### src/rtl/panel_pkg.sv
// Shared types for the front-panel command executor: command and state encodings,
// datapath widths, and the qualifier priority decoder.
package panel_pkg;

  localparam int ADDR_W  = 15;
  localparam int WORD_W  = 12;
  localparam int FIELD_W = 3;

  typedef enum logic [2:0] {
    CMD_NONE,
    CMD_CLEAR,
    CMD_EXTD,
    CMD_ALOAD,
    CMD_DEP,
    CMD_EXAM,
    CMD_CONT
  } cmd_e;

  typedef enum logic [1:0] {
    ST_IDLE,
    ST_EXEC,
    ST_MEM,
    ST_FIN
  } state_e;

  // Earlier arguments win when several qualifiers arrive together
  function automatic cmd_e decode_cmd(input logic clr, input logic extd, input logic aload,
                                      input logic dep, input logic exam, input logic cont);
    if (clr)        return CMD_CLEAR;
    else if (extd)  return CMD_EXTD;
    else if (aload) return CMD_ALOAD;
    else if (dep)   return CMD_DEP;
    else if (exam)  return CMD_EXAM;
    else if (cont)  return CMD_CONT;
    else            return CMD_NONE;
  endfunction

endpackage

### src/rtl/panel_mem_port.sv
// Memory-side handshake for panel deposit/examine: holds req/we/addr/wdata until ack.
// With PANEL_MEM_TIMEOUT_EN defined, a watchdog abandons a request after TIMEOUT_CYCLES.
module panel_mem_port
  import panel_pkg::*;
#(
  parameter int unsigned TIMEOUT_CYCLES = 255
) (
  input  logic              clk,
  input  logic              reset,
  input  logic              start,
  input  logic              we_in,
  input  logic [0:ADDR_W-1] addr_in,
  input  logic [0:WORD_W-1] wdata_in,
  input  logic              mem_ack,
  output logic              mem_req,
  output logic              mem_we,
  output logic [0:ADDR_W-1] mem_addr,
  output logic [0:WORD_W-1] mem_wdata,
  output logic              xfer_done,
  output logic              timeout
);

  always_ff @(posedge clk or negedge reset) begin
    if (!reset) begin
      mem_req   <= 1'b0;
      mem_we    <= 1'b0;
      mem_addr  <= '0;
      mem_wdata <= '0;
    end else if (start) begin
      mem_req   <= 1'b1;
      mem_we    <= we_in;
      mem_addr  <= addr_in;
      mem_wdata <= wdata_in;
    end else if (mem_req && (mem_ack || timeout)) begin
      mem_req <= 1'b0;
    end
  end

  assign xfer_done = mem_req && mem_ack;

`ifdef PANEL_MEM_TIMEOUT_EN
  localparam int CNT_W = $clog2(TIMEOUT_CYCLES + 1);

  logic [CNT_W-1:0] wd_cnt;

  // Counts unacknowledged request cycles; fires in the last allowed cycle
  always_ff @(posedge clk or negedge reset) begin
    if (!reset) begin
      wd_cnt <= '0;
    end else if (start) begin
      wd_cnt <= '0;
    end else if (mem_req && !mem_ack) begin
      wd_cnt <= wd_cnt + 1'b1;
    end
  end

  assign timeout = mem_req && !mem_ack && (wd_cnt == CNT_W'(TIMEOUT_CYCLES - 1));
`else
  assign timeout = 1'b0;
`endif

endmodule

### src/rtl/panel_exec.sv
// Front-panel command executor: captures trigger edges, runs register and memory commands.
// Optional memory-ack watchdog enabled by defining PANEL_MEM_TIMEOUT_EN.
module panel_exec
  import panel_pkg::*;
#(
  parameter int unsigned TIMEOUT_CYCLES = 255
) (
  input  logic               clk,
  input  logic               reset,
  input  logic               triggerd,
  input  logic               cleard,
  input  logic               extd_addrd,
  input  logic               addr_loadd,
  input  logic               depd,
  input  logic               examd,
  input  logic               contd,
  input  logic [0:WORD_W-1]  sr,
  input  logic [0:FIELD_W-1] ifsr,
  input  logic [0:FIELD_W-1] dfsr,
  output logic               mem_req,
  output logic               mem_we,
  output logic [0:ADDR_W-1]  mem_addr,
  output logic [0:WORD_W-1]  mem_wdata,
  input  logic               mem_ack,
  input  logic [0:WORD_W-1]  mem_rdata,
  output logic [0:WORD_W-1]  pc,
  output logic [0:FIELD_W-1] ifr,
  output logic [0:FIELD_W-1] dfr,
  output logic [0:ADDR_W-1]  ma,
  output logic [0:WORD_W-1]  mb,
  output logic               clear_req,
  output logic               run_req,
  output logic               busy,
  output logic               done,
  output logic               mem_err
);

  state_e            state;
  cmd_e              cmd;
  cmd_e              cmd_in;
  logic              trig_q;
  logic [0:WORD_W-1] sr_q;
  logic              mem_start;
  logic              xfer_done;
  logic              timeout;

  assign cmd_in    = decode_cmd(cleard, extd_addrd, addr_loadd, depd, examd, contd);
  assign mem_start = (state == ST_EXEC) && ((cmd == CMD_DEP) || (cmd == CMD_EXAM));

  always_ff @(posedge clk or negedge reset) begin
    if (!reset) trig_q <= 1'b0;
    else        trig_q <= triggerd;
  end

  // Pulses default low each cycle; busy spans EXEC through FIN
  always_ff @(posedge clk or negedge reset) begin
    if (!reset) begin
      state     <= ST_IDLE;
      cmd       <= CMD_NONE;
      sr_q      <= '0;
      pc        <= '0;
      ifr       <= '0;
      dfr       <= '0;
      ma        <= '0;
      mb        <= '0;
      clear_req <= 1'b0;
      run_req   <= 1'b0;
      busy      <= 1'b0;
      done      <= 1'b0;
    end else begin
      clear_req <= 1'b0;
      run_req   <= 1'b0;
      done      <= 1'b0;
      case (state)
        ST_IDLE: begin
          if (triggerd && !trig_q && (cmd_in != CMD_NONE)) begin
            cmd       <= cmd_in;
            sr_q      <= sr;
            state     <= ST_EXEC;
            busy      <= 1'b1;
            clear_req <= (cmd_in == CMD_CLEAR);
            run_req   <= (cmd_in == CMD_CONT);
          end
        end
        ST_EXEC: begin
          case (cmd)
            CMD_EXTD: begin
              ifr <= ifsr;
              dfr <= dfsr;
            end
            CMD_ALOAD: begin
              pc <= sr_q;
              ma <= {ifr, sr_q};
            end
            default: ;
          endcase
          if ((cmd == CMD_DEP) || (cmd == CMD_EXAM)) begin
            state <= ST_MEM;
          end else begin
            state <= ST_FIN;
            done  <= 1'b1;
          end
        end
        ST_MEM: begin
          if (xfer_done) begin
            mb    <= (cmd == CMD_DEP) ? sr_q : mem_rdata;
            ma    <= {ifr, pc};
            pc    <= pc + 1'b1;
            state <= ST_FIN;
            done  <= 1'b1;
          end else if (timeout) begin
            state <= ST_FIN;
            done  <= 1'b1;
          end
        end
        ST_FIN: begin
          state <= ST_IDLE;
          busy  <= 1'b0;
        end
        default: state <= ST_IDLE;
      endcase
    end
  end

`ifdef PANEL_MEM_TIMEOUT_EN
  always_ff @(posedge clk or negedge reset) begin
    if (!reset)                                        mem_err <= 1'b0;
    else if ((state == ST_EXEC) && (cmd == CMD_CLEAR)) mem_err <= 1'b0;
    else if (timeout)                                  mem_err <= 1'b1;
  end
`else
  assign mem_err = 1'b0;
`endif

  panel_mem_port #(
    .TIMEOUT_CYCLES(TIMEOUT_CYCLES)
  ) u_mem_port (
    .clk      (clk),
    .reset    (reset),
    .start    (mem_start),
    .we_in    (cmd == CMD_DEP),
    .addr_in  ({ifr, pc}),
    .wdata_in (sr_q),
    .mem_ack  (mem_ack),
    .mem_req  (mem_req),
    .mem_we   (mem_we),
    .mem_addr (mem_addr),
    .mem_wdata(mem_wdata),
    .xfer_done(xfer_done),
    .timeout  (timeout)
  );

endmodule

### config.mk
export PLATFORM = sky130hd
export DESIGN_NAME = panel_exec
export DESIGN_NICKNAME = d
export VERILOG_FILES = /design/src/rtl/panel_pkg.sv /design/src/rtl/panel_mem_port.sv /design/src/rtl/panel_exec.sv
export SDC_FILE = /design/constraint.sdc
export NUM_CORES = 1
export LEC_CHECK = 0
export ABC_CLOCK_PERIOD_IN_PS = 2850
export BUFFER_PORTS_ARGS = -buffer_cell sky130_fd_sc_hd__buf_2
export CAP_MARGIN = 20
export CORE_MARGIN = 1
export CORE_UTILIZATION = 35
export CTS_CLUSTER_DIAMETER = 80
export DETAILED_ROUTE_END_ITERATION = 7
export PLACE_DENSITY = 0.66
export SYNTH_ARGS = -nofsm -noshare
export SYNTH_HDL_FRONTEND = slang
export SYNTH_SLANG_ARGS = --single-unit
### constraint.sdc
create_clock -name clk -period 2.85 [get_ports clk]
set_input_delay 0 -clock clk [delete_from_list [all_inputs] [get_ports clk]]
set_output_delay 0 -clock clk [all_outputs]
set_load 0.005 [all_outputs]
==> out/qor.txt <==
=====================================================================================
Run status ............................................................. complete, but fails checks
Violated checks ........................................................          DRC
Antenna diode count ....................................................            0
Post-Route Hold Slack ..................................................     0.125 ns
Clock latency at the later pin of the worst-skew pair ..................      0.34 ns
Startpoint of the worst register-to-register path ......................     state[1]
RSZ-0062 raised after global routing ...................................           no
Final period utilization ...............................................        0.836
Terminus of the critical flop-to-flop path ............................. u_mem_port.mem_wdata[10]
Multiplexer share of the synthesized area ..............................        0.160
Number of synthesized flops with an enable pin .........................            0
Critical path launch point type ........................................         flop
Async set-or-reset flop fraction in the synthesized netlist ............         1.00
Placeable core area ....................................................   11600 um^2
Die width ..............................................................       112 um
Via count of the routed design .........................................         3309
Data required time of the critical path ................................      3.07 ns
Clk buf depth ..........................................................            2
Combined area of all synthesized cells .................................    4220 um^2
Worst slew margin ......................................................        0.341
Number of distinct library cells after synthesis .......................           40
Cell count after synthesis .............................................          369
Synth Area in Compound Gates ...........................................        0.103
DIE AREA ...............................................................   12500 um^2
Number of DRC markers after the initial detailed-route iteration .......          121
Synth top area share ...................................................        0.569
Effective utilization at floorplan .....................................        0.365
Final layout net count .................................................          567
Syn nets ...............................................................          414
Sequential share of the synthesized area ...............................        0.569
Arrival time at the worst endpoint .....................................      2.61 ns
Slew of the pin with the lowest slew margin ............................     0.985 ns
Largest family of logic cells by synthesized area ...................... multiplexers
End of the worst hold path .............................................       cmd[1]
Synthesized flop and latch total .......................................           96
Maximum clock frequency ................................................    0.420 GHz
Worst Hold Class ....................................................... input pin to flop
Antenna violations before repair .......................................            0
Crit. End Element ......................................................         flop
Count of final max-slew check failures .................................            0
Level count of the clock H-tree ........................................            3
Min Tclk post-route ....................................................      2.38 ns
Cell at the root of the clock tree ..................................... sky130_fd_sc_hd__clkbuf_16
Average wire per standard cell .........................................      15.5 um
Final hold violation count .............................................            0
Final setup violating endpoints ........................................            0
Total number of yosys warnings .........................................            0
Gates resized, CTS repair ..............................................            0
Weighted congestion at the end of routability-driven global placement ..        0.757
IO Port Bufs ...........................................................          117
Filler cells ...........................................................         1033
Maximum ir drop on the vdd rail ........................................     0.430 mV
Top cells by instance count after synthesis ............................ 96 x sky130_fd_sc_hd__dfrtp_1, 47 x sky130_fd_sc_hd__nand2_1, 44 x sky130_fd_sc_hd__mux2_2
Layout cells sized above 1 .............................................        0.353
Wire length of the first global-routing pass ...........................     17000 um
Depth of the worst register-to-register path ...........................            5
Cell area power density ................................................ 1100 nW/um^2
Biggest fanout along the worst timing path .............................           16
Clock slew seen by the registers of the worst setup and hold paths .....      0.06 ns
Inserted Clock Buffers .................................................            9
Most common flop cell mapped by yosys .................................. sky130_fd_sc_hd__dfrtp_1
Final global-route overflow total ......................................            0
Chip height ............................................................       112 um
Type of the setup path with the least slack ............................ flop to flop
Largest net degree at the start of global routing ......................           52
Post-synthesis share of cell area spent on and, or, nand and nor gates .        0.119
Quantity of hold-fixing buffers added after cts ........................           38
Clock tree skew after final layout .....................................   0.00725 ns
XOR/XNOR Fraction of Synth Area ........................................            0
Delay of the slowest cell on the worst path ............................      0.62 ns
Clock net sink count ...................................................           96
Hold Path Origin .......................................................         depd
WHS Path Cells .........................................................            5
Leading cell types by total area after synthesis ....................... sky130_fd_sc_hd__dfrtp_1 57%, sky130_fd_sc_hd__mux2_2 12%, sky130_fd_sc_hd__nand2_1 4.2%
Post-detailed-route via-to-cell ratio ..................................         4.94
Total Negative Setup Slacks ............................................         0 ns
Cell taking the most area after synthesis .............................. sky130_fd_sc_hd__dfrtp_1
DRC violations left ....................................................            7
Rows ...................................................................           39
Final Power ............................................................      6210 uW
Antenna-violating nets left ............................................            0
Total track usage ......................................................        0.176
Wire length after detailed routing .....................................     10400 um
Post-Synthesis Mean Instance Area ......................................    11.4 um^2
Vias in the first global route .........................................         3388
Post-synthesis adder-cell area fraction ................................       0.0148
Worst-path cell with the longest stage delay ........................... sky130_fd_sc_hd__nand3b_1
CTS tree ...............................................................         done
Count of pins on the block boundary ....................................          119
Max-Cap Viols ..........................................................            0
Cell breakdown of the critical path .................................... inv_1 > ha_1 > nand3b_1 > buf_4 > mux2_2
Worst-case register-to-register setup slack ............................      0.47 ns
Leak pwr ...............................................................   0.00276 uW
Cell with the most instances after synthesis ........................... sky130_fd_sc_hd__dfrtp_1
Detailed-placement wirelength estimate .................................      7180 um
Initial DRT Pass Iterations ............................................            6
Layout overhead on the synthesized area ................................        33.8%
Setup fix buffers added after clock tree synthesis .....................            0
=====================================================================================
[metal layers]
| metal | vias up | GRT usage | wire length (um) |
|---|---|---|---|
| met4 | 0 | 0.0541 | 116 |
| met2 | 98 | 0.306 | 5260 |
| met1 | 1590 | 0.208 | 4460 |
| met5 | - | 0 | 0 |
| met3 | 9 | 0.0523 | 560 |
| li1 | 1612 | - | - |
[layout make-up]
class | count | area, um^2 | share of cell area
clock inverters | 3 | 40.0 | 0.00709
well taps | 143 | 179 | 0.0317
repair buffers | 164 | 1050 | 0.186
flip-flops and latches | 96 | 2400 | 0.426
multi-input cells | 245 | 1690 | 0.300
inverters | 6 | 22.5 | 0.00399
clock buffers | 13 | 260 | 0.0461
[cell usage in the layout (no fill, tap or decap), drive strengths merged, types with 2 or more instances in the layout]
cell type      n
buf          126
dfrtp         96
nand2         47
mux2          45
dlygate4sd3   38
o21ai         31
a21oi         18
mux2i         17
clkbuf        13
nand3         11
nand2b        10
nor2           9
inv            6
o22ai          6
nor2b          5
nor3           5
a31oi          5
ha             5
and3           4
a211oi         3
or3            2
nand3b         2
a2bb2oi        2
and4           2
a32oi          2
clkinv         2
[kinds of logic (layout without fill, tap and decap cells)]
group	after synthesis	in the layout
DFF	96	96
and+or+nand+nor	103	103
buffers and inverters	28	186
adders and majority gates	5	5
muxes	62	62
other	1	1
AOI/OAI and AO/OA	74	74
[sequential cells by signal, summed over array words and instances, names as in the netlist, 2 cells and up]
register / flops
sr_q: 12
u_mem_port.mem_wdata: 12
state: 2
dfr: 3
pc: 12
ifr: 3
u_mem_port.mem_addr: 15
cmd: 3
mb: 12
ma: 15
[power breakdown]
| part | switching [uW] | leakage [uW] | internal (uW) |
|---|---|---|---|
| Sequential | 563 | 0.00121 | 2000 |
| Clock | 489 | 0.000150 | 726 |
| Combinational | 1220 | 0.00140 | 1210 |
[worst max-delay path, delay by kind of cell, from the launching register on]
| kind | cells | cell delay (ns) |
|---|---|---|
| DFF | 1 | 0.40 |
| muxes | 1 | 0.30 |
| adders and majority gates | 1 | 0.33 |
| and+or+nand+nor | 1 | 0.62 |
| buffers and inverters | 2 | 0.60 |
[worst max-delay path by stage]
stage | start | to | slack (ns) | cells after the start
after floorplan | state[0] | pc[6] | 1.12 | 6
after global placement | state[1] | u_mem_port.mem_addr[9] | 0.60 | 5
after detailed placement | state[1] | u_mem_port.mem_addr[5] | 0.49 | 5
after CTS | state[1] | u_mem_port.mem_addr[5] | 0.47 | 5
after global routing | state[0] | ma[9] | 0.31 | 7
final | state[1] | u_mem_port.mem_wdata[10] | 0.47 | 5
[stage by stage]
| stage | cells | cell area (um^2) | utilization | worst slack [ns] |
|---|---|---|---|---|
| after floorplan | 369 | 4220 | - | 1.12 |
| after global placement | 616 | 4960 | 0.429 | 0.598 |
| after detailed placement | 616 | 4960 | 0.429 | 0.491 |
| after CTS | 670 | 5650 | 0.488 | 0.474 |
| after global routing | 670 | 5650 | 0.488 | 0.313 |
| final | 670 | 5650 | 0.488 | 0.467 |
Power figures use the tool's default switching activity.
